## src/rtl/scroll_pkg.sv

```systemverilog
// Shared types and default constants for the background scroll sequencer.
package scroll_pkg;

  localparam int                 PTR_W             = 13;
  localparam logic [9:0]         SCROLL_THRESH_DEF = 10'd320;
  localparam int                 MAX_STEP_DEF      = 4;
  localparam logic [PTR_W-1:0]   LEVEL_END_DEF     = 13'd6400;

  typedef enum logic [1:0] {
    ST_IDLE,
    ST_SCROLL,
    ST_DONE,
    ST_END
  } scroll_state_t;

endpackage

```

## src/rtl/scroll_controller.sv

```systemverilog
// Once per frame decides how far the background scrolls and issues that many
// single-cycle ScrollEnable pulses to the frame pointer register.
//
// state     | meaning
// ST_IDLE   | waiting for frame_tick; jumps to ST_END once FramePtr hits LEVEL_END
// ST_SCROLL | one ScrollEnable pulse per cycle until the counter runs out
// ST_DONE   | one-cycle ShiftValid report of the burst length
// ST_END    | level finished; LevelEnd held, only reset leaves
module scroll_controller
  import scroll_pkg::*;
#(
  parameter int               PTR_W         = scroll_pkg::PTR_W,
  parameter logic [9:0]       SCROLL_THRESH = SCROLL_THRESH_DEF,
  parameter int               MAX_STEP      = MAX_STEP_DEF,
  parameter logic [PTR_W-1:0] LEVEL_END     = LEVEL_END_DEF
) (
  input  logic             Clk,
  input  logic             Reset,
  input  logic             frame_tick,
  input  logic [9:0]       PlayerX,
  input  logic             PlayerRight,
  input  logic             Pause,
  input  logic             BossLock,
  input  logic [PTR_W-1:0] FramePtr,
  output logic             ScrollEnable,
  output logic [2:0]       PlayerShift,
  output logic             ShiftValid,
  output logic             LevelEnd,
  output logic             Busy
);

  scroll_state_t r_state;
  scroll_state_t w_state_nxt;
  logic [2:0]    r_cnt;
  logic [2:0]    r_latched;
  logic [2:0]    r_shift;
  logic          r_level_end;

  logic [9:0]       w_dx;
  logic [PTR_W-1:0] w_room;
  logic [2:0]       w_steps;
  logic             w_at_end;
  logic             w_start;

  // Differences are only formed when positive, so neither subtraction can wrap.
  always_comb begin
    w_dx     = '0;
    w_room   = '0;
    w_steps  = '0;
    w_at_end = (FramePtr >= LEVEL_END);
    if (PlayerX > SCROLL_THRESH) w_dx = PlayerX - SCROLL_THRESH;
    if (!w_at_end) w_room = LEVEL_END - FramePtr;
    if (PlayerRight && !Pause && !BossLock && (PlayerX > SCROLL_THRESH) && !w_at_end) begin
      w_steps = 3'(MAX_STEP);
      if (w_dx < 10'(MAX_STEP)) w_steps = w_dx[2:0];
      if (w_room < PTR_W'(w_steps)) w_steps = w_room[2:0];
    end
  end

  assign w_start = (r_state == ST_IDLE) && !w_at_end && frame_tick && (w_steps != 3'd0);

  always_comb begin
    w_state_nxt = r_state;
    case (r_state)
      ST_IDLE: begin
        if (w_at_end)     w_state_nxt = ST_END;
        else if (w_start) w_state_nxt = ST_SCROLL;
      end
      ST_SCROLL: if (r_cnt == 3'd1) w_state_nxt = ST_DONE;
      ST_DONE:   w_state_nxt = ST_IDLE;
      ST_END:    w_state_nxt = ST_END;
      default:   w_state_nxt = ST_IDLE;
    endcase
  end

  always_ff @(posedge Clk or negedge Reset) begin
    if (!Reset) begin
      r_state     <= ST_IDLE;
      r_cnt       <= '0;
      r_latched   <= '0;
      r_shift     <= '0;
      r_level_end <= 1'b0;
    end else begin
      r_state <= w_state_nxt;
      if (w_start) begin
        r_cnt     <= w_steps;
        r_latched <= w_steps;
      end
      if (r_state == ST_SCROLL) begin
        r_cnt <= r_cnt - 3'd1;
        if (r_cnt == 3'd1) r_shift <= r_latched;
      end
      // Set on the DONE edge so LevelEnd is already up in the first IDLE cycle.
      if (((r_state == ST_IDLE) || (r_state == ST_DONE)) && w_at_end) r_level_end <= 1'b1;
    end
  end

  assign ScrollEnable = (r_state == ST_SCROLL);
  assign ShiftValid   = (r_state == ST_DONE);
  assign Busy         = (r_state == ST_SCROLL) || (r_state == ST_DONE);
  assign PlayerShift  = r_shift;
  assign LevelEnd     = r_level_end;

endmodule

```

## config.mk

```make
export PLATFORM = sky130hd
export DESIGN_NAME = scroll_controller
export DESIGN_NICKNAME = d
export VERILOG_FILES = /design/src/rtl/scroll_pkg.sv /design/src/rtl/scroll_controller.sv
export SDC_FILE = /design/constraint.sdc
export NUM_CORES = 1
export LEC_CHECK = 0
export ABC_AREA = 1
export BUFFER_PORTS_ARGS = -buffer_cell sky130_fd_sc_hd__buf_2
export CAP_MARGIN = 15
export CORE_ASPECT_RATIO = 0.7
export CORE_MARGIN = 3
export CORE_UTILIZATION = 50
export CTS_BUF_LIST = sky130_fd_sc_hd__clkbuf_4 sky130_fd_sc_hd__clkbuf_8
export CTS_CLUSTER_DIAMETER = 80
export DETAILED_ROUTE_END_ITERATION = 6
export PLACE_DENSITY = 0.88
export SLEW_MARGIN = 20
export SYNTH_ARGS = -nofsm -noshare
export SYNTH_HDL_FRONTEND = slang
export SYNTH_SLANG_ARGS = --single-unit
```

## constraint.sdc

```tcl
create_clock -name Clk -period 1.3 [get_ports Clk]
set_input_delay 0.13 -clock Clk [delete_from_list [all_inputs] [get_ports Clk]]
set_output_delay 0.13 -clock Clk [all_outputs]
set_load 0.01 [all_outputs]
```

==> impl_metrics.env, run 1 <==
export IMPL_status="aborted with a tool error"
export IMPL_stop_stage="4_1_cts"
export IMPL_error="[ERROR DPL-0033] detailed placement checks failed during check placement."
export IMPL_placed_cell_area_um2=2111
export IMPL_place_gp_congestion=0.8889
export IMPL_ys_top_cells_by_area="dfrtp_1 21%, nand2_1 13%, ha_1 9.8%"
export IMPL_numCtsBuffers=3
export IMPL_postSynthNetCount=249
export IMPL_syn_cell_area_um2=1408
export IMPL_synth_edf_count=0
export IMPL_die_w_um=69.42
export IMPL_root_buffer="clkbuf_8"
export IMPL_synthCells=209
export IMPL_async_flop_share=1.000
export IMPL_post_cts_buffers=27
export IMPL_dpl_hpwl_um=3653
export IMPL_synth_area_leader_cell="dfrtp_1"
export IMPL_die_h_um=50.39
export IMPL_synth_top_area_frac=0.2133
export IMPL_yosysSeqAreaShare=0.2133
export IMPL_fp_row_count=15
export IMPL_synth_ff_type="dfrtp_1"
export IMPL_port_buffer_count=35
export IMPL_ys_seq_elements=12
export IMPL_synth_warnings=0
export IMPL_initial_core_util=0.5474
export IMPL_postCtsHoldBufs=1
export IMPL_yosys_top_cells_count="48 x nand2_1, 31 x inv_1, 24 x nand3_1"
export IMPL_avgSynthCellArea_um2=6.735
export IMPL_yosysMostFrequentCell="nand2_1"
export IMPL_htree_levels=1
export IMPL_ios=36
export IMPL_cts_buffer_depth=2
export IMPL_ys_types=31
export IMPL_clock_sinks=12
export IMPL_cts_resized_gates=41
-- per-stage QoR --
stage | std cells | utilization | setup WS (ns) | setup TNS (ns)
global placement | 331 | 0.8209 | -1.231 | -9.777
detailed placement | 331 | 0.8209 | -1.466 | -11.38
floorplan | 209 | - | -1.025 | -8.070
-- cell families after synthesis --
kind of cell    Yosys count  synth area share
simple gates            122            0.4533
mux                       3           0.02400
fa+ha+maj                11           0.09778
flops                    12            0.2133
buf+inv                  37           0.09866
compound gates           23            0.1067
xor+xnor                  1          0.006223
==> inputs of run 2 (changes only) <==
Settings changed: CORE_AREA from default to 3 3 64 66, CORE_ASPECT_RATIO 0.7 to default, CORE_MARGIN 3 to default, CORE_UTILIZATION 50 to default, CTS_BUF_LIST sky130_fd_sc_hd__clkbuf_4 sky130_fd_sc_hd__clkbuf_8 to default, CTS_CLUSTER_DIAMETER 80 to default, DIE_AREA from default to 0 0 67 69, PLACE_DENSITY 0.88 to default, PLACE_DENSITY_LB_ADDON from default to 0.15.
Clock period 1.3 ns to 1.7 ns, I/O delays scaled along.
==> impl_metrics.env, run 2 <==
export IMPL_worst_pin_slew_ns=0.3504
export IMPL_grt_ovfl_total=0
export IMPL_synth_area_leader_cell="dfrtp_1"
export IMPL_grt_pass1_wl_um=6327
export IMPL_synth_edf_count=0
export IMPL_crit_type="in -> reg"
export IMPL_yosysSeqAreaShare=0.2133
export IMPL_cp_max_fo=7
export IMPL_grt_antenna_before_repair=0
export IMPL_p_seq_frac=0.233
export IMPL_r2r_cells=7
export IMPL_final_util=0.7004
export IMPL_syn2layout_area_growth_pct=80.80
export IMPL_combPwrFrac=0.593
export IMPL_fin_ws_ns=-0.6701
export IMPL_ios=36
export IMPL_drive_above_1_share=0.5841
export IMPL_setup_viol=8
export IMPL_period_needed_ns=2.370
export IMPL_grt_setup_unrepaired="true"
export IMPL_grt_max_degree=13
export IMPL_htree_levels=1
export IMPL_yosysMostFrequentCell="nand2_1"
export IMPL_core_um2=3633
export IMPL_fmax_mhz=421.9
export IMPL_syn_cell_area_um2=1408
export IMPL_fin_tns_setup_ns=-5.175
export IMPL_clock_sinks=12
export IMPL_port_buffer_count=35
export IMPL_p_int_mw=1.042
export IMPL_yosys_top_cells_count="48 x nand2_1, 31 x inv_1, 24 x nand3_1"
export IMPL_postSynthNetCount=249
export IMPL_first_iter_violations=44
export IMPL_async_flop_share=1.000
export IMPL_finalClockSkew_ns=0.001959
export IMPL_die_h_um=69
export IMPL_critPathCapture="r_cnt[2]$_DFFE_PN0P_"
export IMPL_nets=356
export IMPL_track_usage=0.1698
export IMPL_ir_drop_mv=0.5370
export IMPL_r2r_start="r_state[1]$_DFFE_PN0P_"
export IMPL_power_switching_mw=0.7412
export IMPL_hold_path_class="in -> async"
export IMPL_crit_required_ns=1.83
export IMPL_arrival_ns=2.50
export IMPL_max_cap_viol_count=0
export IMPL_clkTransAtPathRegs_ns=0.05
export IMPL_vias=1699
export IMPL_dpl_hpwl_um=3000
export IMPL_initial_core_util=0.3874
export IMPL_violations="negative setup slack"
export IMPL_place_gp_congestion=0.8693
export IMPL_p_sw_frac=0.4157
export IMPL_grt_pass1_vias=1580
export IMPL_totalWireLength_um=4047
export IMPL_powerDensity_nw_per_um2=700.5
export IMPL_synth_top_area_frac=0.2133
export IMPL_synth_ff_type="dfrtp_1"
export IMPL_wl_per_cell_um=11.15
export IMPL_synthCells=209
export IMPL_viasPerCell=4.680
export IMPL_worst_setup_path_end_kind="register"
export IMPL_start_kind="input port"
export IMPL_cts_buffer_depth=2
export IMPL_cts_tree="yes"
export IMPL_drc_errors=0
export IMPL_fin_crit_sh=1.394
export IMPL_ys_seq_elements=12
export IMPL_pwr_share_clk=0.174
export IMPL_r2r_end="r_cnt[1]$_DFFE_PN0P_"
export IMPL_layout_commonest_cell="buf_4"
export IMPL_hold_viol=0
export IMPL_root_buffer="clkbuf_8"
export IMPL_fp_row_count=22
export IMPL_synth_warnings=0
export IMPL_avgSynthCellArea_um2=6.735
export IMPL_clk_latency_ns=0.24
export IMPL_n_antenna_cell=0
export IMPL_final_cell_mix="65 x buf_4, 35 x nand2_1, 28 x buf_2"
export IMPL_status="finished with violations"
export IMPL_die_w_um=67
export IMPL_numCtsBuffers=3
export IMPL_cp_startpoint="FramePtr[1]"
export IMPL_postRouteAntennaNets=0
export IMPL_final_fill_count=315
export IMPL_slew_headroom=0.7659
export IMPL_ys_types=31
export IMPL_dr_pass1_iters=4
export IMPL_ys_top_cells_by_area="dfrtp_1 21%, nand2_1 13%, ha_1 9.8%"
export IMPL_regToRegSetupSlack_ns=0.12
export IMPL_p_leak_nw=1.297
export IMPL_drv_slew=0
export IMPL_die_area_um2=4623
==> run 2: cell counts after synthesis <==
Identical to the previous run, type by type.
==> run 2: routing by layer <==
layer,vias to the layer above,share of wire,track usage
li1,883,-,-
met1,775,0.42,0.2056
met5,-,0,0
met4,0,0.0062,0.03153
met3,4,0.048,0.04072
met2,37,0.53,0.2991
==> run 2: through the flow <==
stage	power, mW	std cells	setup slack, ns	hold WS (ns)	area, um^2
after detailed placement	1.339	336	-0.9589	0.06047	2058
final	1.783	363	-0.6701	0.3292	2545
after global routing	1.954	363	-0.8314	0.3618	2545
after floorplan	1.032	209	-0.6648	-0.1256	1493
after global placement	1.327	336	-0.9124	0.06127	2058
after CTS	1.709	355	-0.5698	0.3309	2356
==> run 2: what timing repair did <==
action                                  CTS  global route
endpoints found under the setup margin    8             8
hold buffers                              1             0
gates cloned                              0             0
resized for setup                        29            35
pin swaps                                18            20
buffers inserted                         14             8
hold endpoints to repair                 12             0
==> run 2: layout make-up <==
type | instances | area (um^2) | area share
Clock buffer | 4 | 55.05 | 0.02163
Inverter | 37 | 146.4 | 0.05752
Multi-Input combinational cell | 160 | 1251 | 0.4916
Sequential cell | 12 | 300.3 | 0.1180
Tap cell | 48 | 60.06 | 0.02360
Timing Repair Buffer | 102 | 732.0 | 0.2876
==> run 2: cells by family (layout without fill, tap and decap cells) <==
logic type	count (synthesis)	count (layout)	synth area share
xor gates and xnor gates	1	1	0.006223
and+or+nand+nor	122	122	0.4533
muxes	3	3	0.02400
adders and majority gates	11	11	0.09778
AOI/OAI and AO/OA	23	23	0.1067
DFF	12	12	0.2133
buffers and inverters	37	143	0.09866
==> run 2: how the worst min path moves through the flow <==
stage / end / slack [ns] / depth (start not counted)
after detailed placement: PlayerShift[2]$_DFFE_PN0P_ / 0.06 / 1
after global routing: r_latched[2]$_DFFE_PN0P_ / 0.36 / 2
after global placement: r_cnt[0]$_DFFE_PN0P_ / 0.06 / 1
after CTS: r_latched[0]$_DFFE_PN0P_ / 0.33 / 2
after floorplan: LevelEnd$_DFFE_PN0P_ / -0.13 / 0
final: r_latched[0]$_DFFE_PN0P_ / 0.33 / 2
==> run 2: worst max-delay path: stages <==
cell and delay [ns]:
buf_8 0.10, nor2_4 0.13, nand2_4 0.07, nor2_4 0.07, nand2_2 0.06, nand2_2 0.07, nand2_2 0.05, nand2_2 0.07
nand2_2 0.06, nand2_4 0.10, nand2_4 0.05, inv_2 0.06, ha_4 0.20, nand3_2 0.07, a21oi_2 0.05, nor2_1 0.09
nand3b_1 0.09, nor2_2 0.10, nand2_2 0.06, nand2_4 0.14, nand2_8 0.09, nand2_4 0.09, nand3_4 0.08, nand3_4 0.12
nand2_4 0.09, nand2_4 0.10, o21bai_2 0.06
==> run 2: power groups by stage <==
stage	logic [mW]	clock network (mW)	registers, mW
after detailed placement	0.922	0	0.417
final	1.06	0.311	0.415
after global placement	0.911	0	0.417
after floorplan	0.622	0	0.410
after CTS	0.973	0.323	0.413
after global routing	1.19	0.338	0.425
Note: power is estimated with default switching activity, not from simulation.
==> inputs of run 3 (changes only) <==
Settings changed: RECOVER_POWER from default to 50.
==> impl_metrics.env, run 3 (synthesis results as in run 2) <==
export IMPL_status="finished with violations"
export IMPL_violations="negative setup slack"
export IMPL_first_iter_violations=44
export IMPL_postRouteAntennaNets=0
export IMPL_grt_ovfl_total=0
export IMPL_n_antenna_cell=0
export IMPL_setup_viol=8
export IMPL_clock_sinks=12
export IMPL_final_fill_count=315
export IMPL_clkTransAtPathRegs_ns=0.05
export IMPL_layout_commonest_cell="buf_4"
export IMPL_p_leak_nw=1.294
export IMPL_hold_viol=0
export IMPL_finalNonFillerCells=363
export IMPL_final_cell_mix="65 x buf_4, 35 x nand2_1, 27 x buf_2"
export IMPL_cts_tree="yes"
export IMPL_powerDensity_nw_per_um2=700.7
export IMPL_port_buffer_count=35
export IMPL_crit_type="in -> reg"
export IMPL_totalWireLength_um=4045
export IMPL_initial_core_util=0.3874
export IMPL_ios=36
export IMPL_grt_max_degree=13
export IMPL_slowest_delay_ns=0.20
export IMPL_crit_required_ns=1.83
export IMPL_root_buffer="clkbuf_8"
export IMPL_cp_common_cell="nand2_4"
export IMPL_fmax_mhz=421.9
export IMPL_viasPerCell=4.680
export IMPL_grt_pass1_wl_um=6327
export IMPL_finalClockSkew_ns=0.001959
export IMPL_worst_setup_path_end_kind="register"
export IMPL_max_cap_viol_count=0
export IMPL_worst_pin_slew_ns=0.6252
export IMPL_cts_buffer_depth=2
export IMPL_syn2layout_area_growth_pct=80.71
export IMPL_vias=1699
export IMPL_drv_slew=0
export IMPL_die_area_um2=4623
export IMPL_wl_per_cell_um=11.14
export IMPL_arrival_ns=2.50
export IMPL_die_w_um=67
export IMPL_drive_above_1_share=0.5810
export IMPL_htree_levels=1
export IMPL_cpMaxStageDelayCell="ha_4"
export IMPL_numCtsBuffers=3
export IMPL_placed_cell_area_um2=2058
export IMPL_die_h_um=69
export IMPL_cp_max_fo=7
export IMPL_nets=356
export IMPL_postLayoutCellArea_um2=2544
export IMPL_start_kind="input port"
export IMPL_dpl_worst_slack_ns=-0.9589
export IMPL_grt_antenna_before_repair=0
export IMPL_grt_pass1_vias=1580
export IMPL_slew_headroom=0.5832
export IMPL_dr_pass1_iters=4
export IMPL_fin_ws_ns=-0.6701
export IMPL_hold_path_class="in -> reg"
export IMPL_ir_drop_mv=0.5370
export IMPL_clk_latency_ns=0.24
export IMPL_drc_errors=0
export IMPL_period_needed_ns=2.370
export IMPL_place_gp_congestion=0.8693
export IMPL_grt_setup_unrepaired="true"
export IMPL_multi_input_area_um2=1251
export IMPL_dp_cells=336
export IMPL_core_um2=3633
export IMPL_area_sequential_um2=300.3
export IMPL_fin_crit_sh=1.394
export IMPL_dpl_hpwl_um=3000
export IMPL_track_usage=0.1698
export IMPL_fp_row_count=22
run 3: changes by cell type in the layout (fill, tap and decap cells not counted), sizes merged:
cell / delta
buf: -1
clkbuf: +1
run 3: metal layers:
layer	wire length, um	up-vias	track usage
met5	0	-	0
met4	25	0	0.03153
met3	194	4	0.04072
met2	2143	37	0.2991
met1	1682	775	0.2056
li1	-	883	-
run 3: metrics by stage:
stage	TNS, ns	util	total power [mW]	hold WS (ns)
finish	-5.175	0.7001	1.782	0.3615
global route	-6.462	0.7001	1.954	0.3958
CTS	-4.458	0.6484	1.709	0.3309
detailed placement	-7.326	0.5665	1.339	0.06047
global placement	-6.917	0.5665	1.327	0.06127
floorplan	-5.192	-	1.032	-0.1256
run 3: area by class of cell:
type,instances,area share
inverter,37,0.05755
tap,48,0.02361
timing repair buffer,102,0.2873
multi-input combinational,160,0.4919
clock buffer,4,0.02164
sequential,12,0.1181
run 3: worst paths after layout:
kind | startpoint | end | slack [ns] | cells after the start
max | FramePtr[1] | r_cnt[2]$_DFFE_PN0P_ | -0.67 | 27
min | frame_tick | r_latched[0]$_DFFE_PN0P_ | 0.36 | 5
max reg2reg | r_state[1]$_DFFE_PN0P_ | r_cnt[1]$_DFFE_PN0P_ | 0.12 | 7
min reg2reg | r_latched[2]$_DFFE_PN0P_ | r_latched[2]$_DFFE_PN0P_ | 0.46 | 2
max in group asynchronous | Reset | r_cnt[0]$_DFFE_PN0P_ | 0.84 | 2
min in group asynchronous | Reset | r_latched[0]$_DFFE_PN0P_ | 0.45 | 2
run 3: power breakdown:
part           switching [mW]  internal (mW)  total [mW]  leakage, nW
Sequential             0.0514          0.364       0.415        0.153
Clock                   0.106          0.205       0.311       0.0288
Combinational           0.584          0.473        1.06         1.11
Total                   0.741           1.04        1.78         1.29
run 3: critical path, delay by kind of cell:
kind | cells | cell delay [ns]
adder cells (fa/ha/maj) | 1 | 0.20
AND/OR/NAND/NOR | 22 | 1.85
buffers and inverters | 2 | 0.16
AO/OA/AOI/OAI | 2 | 0.11
run 3: what timing repair did:
item	in CTS	in global routing
setup buffers	14	8
endpoints found under the setup margin	8	8
pin swaps	18	20
hold buffers	1	0
gates resized for setup	29	35
endpoints found under the hold margin	12	0
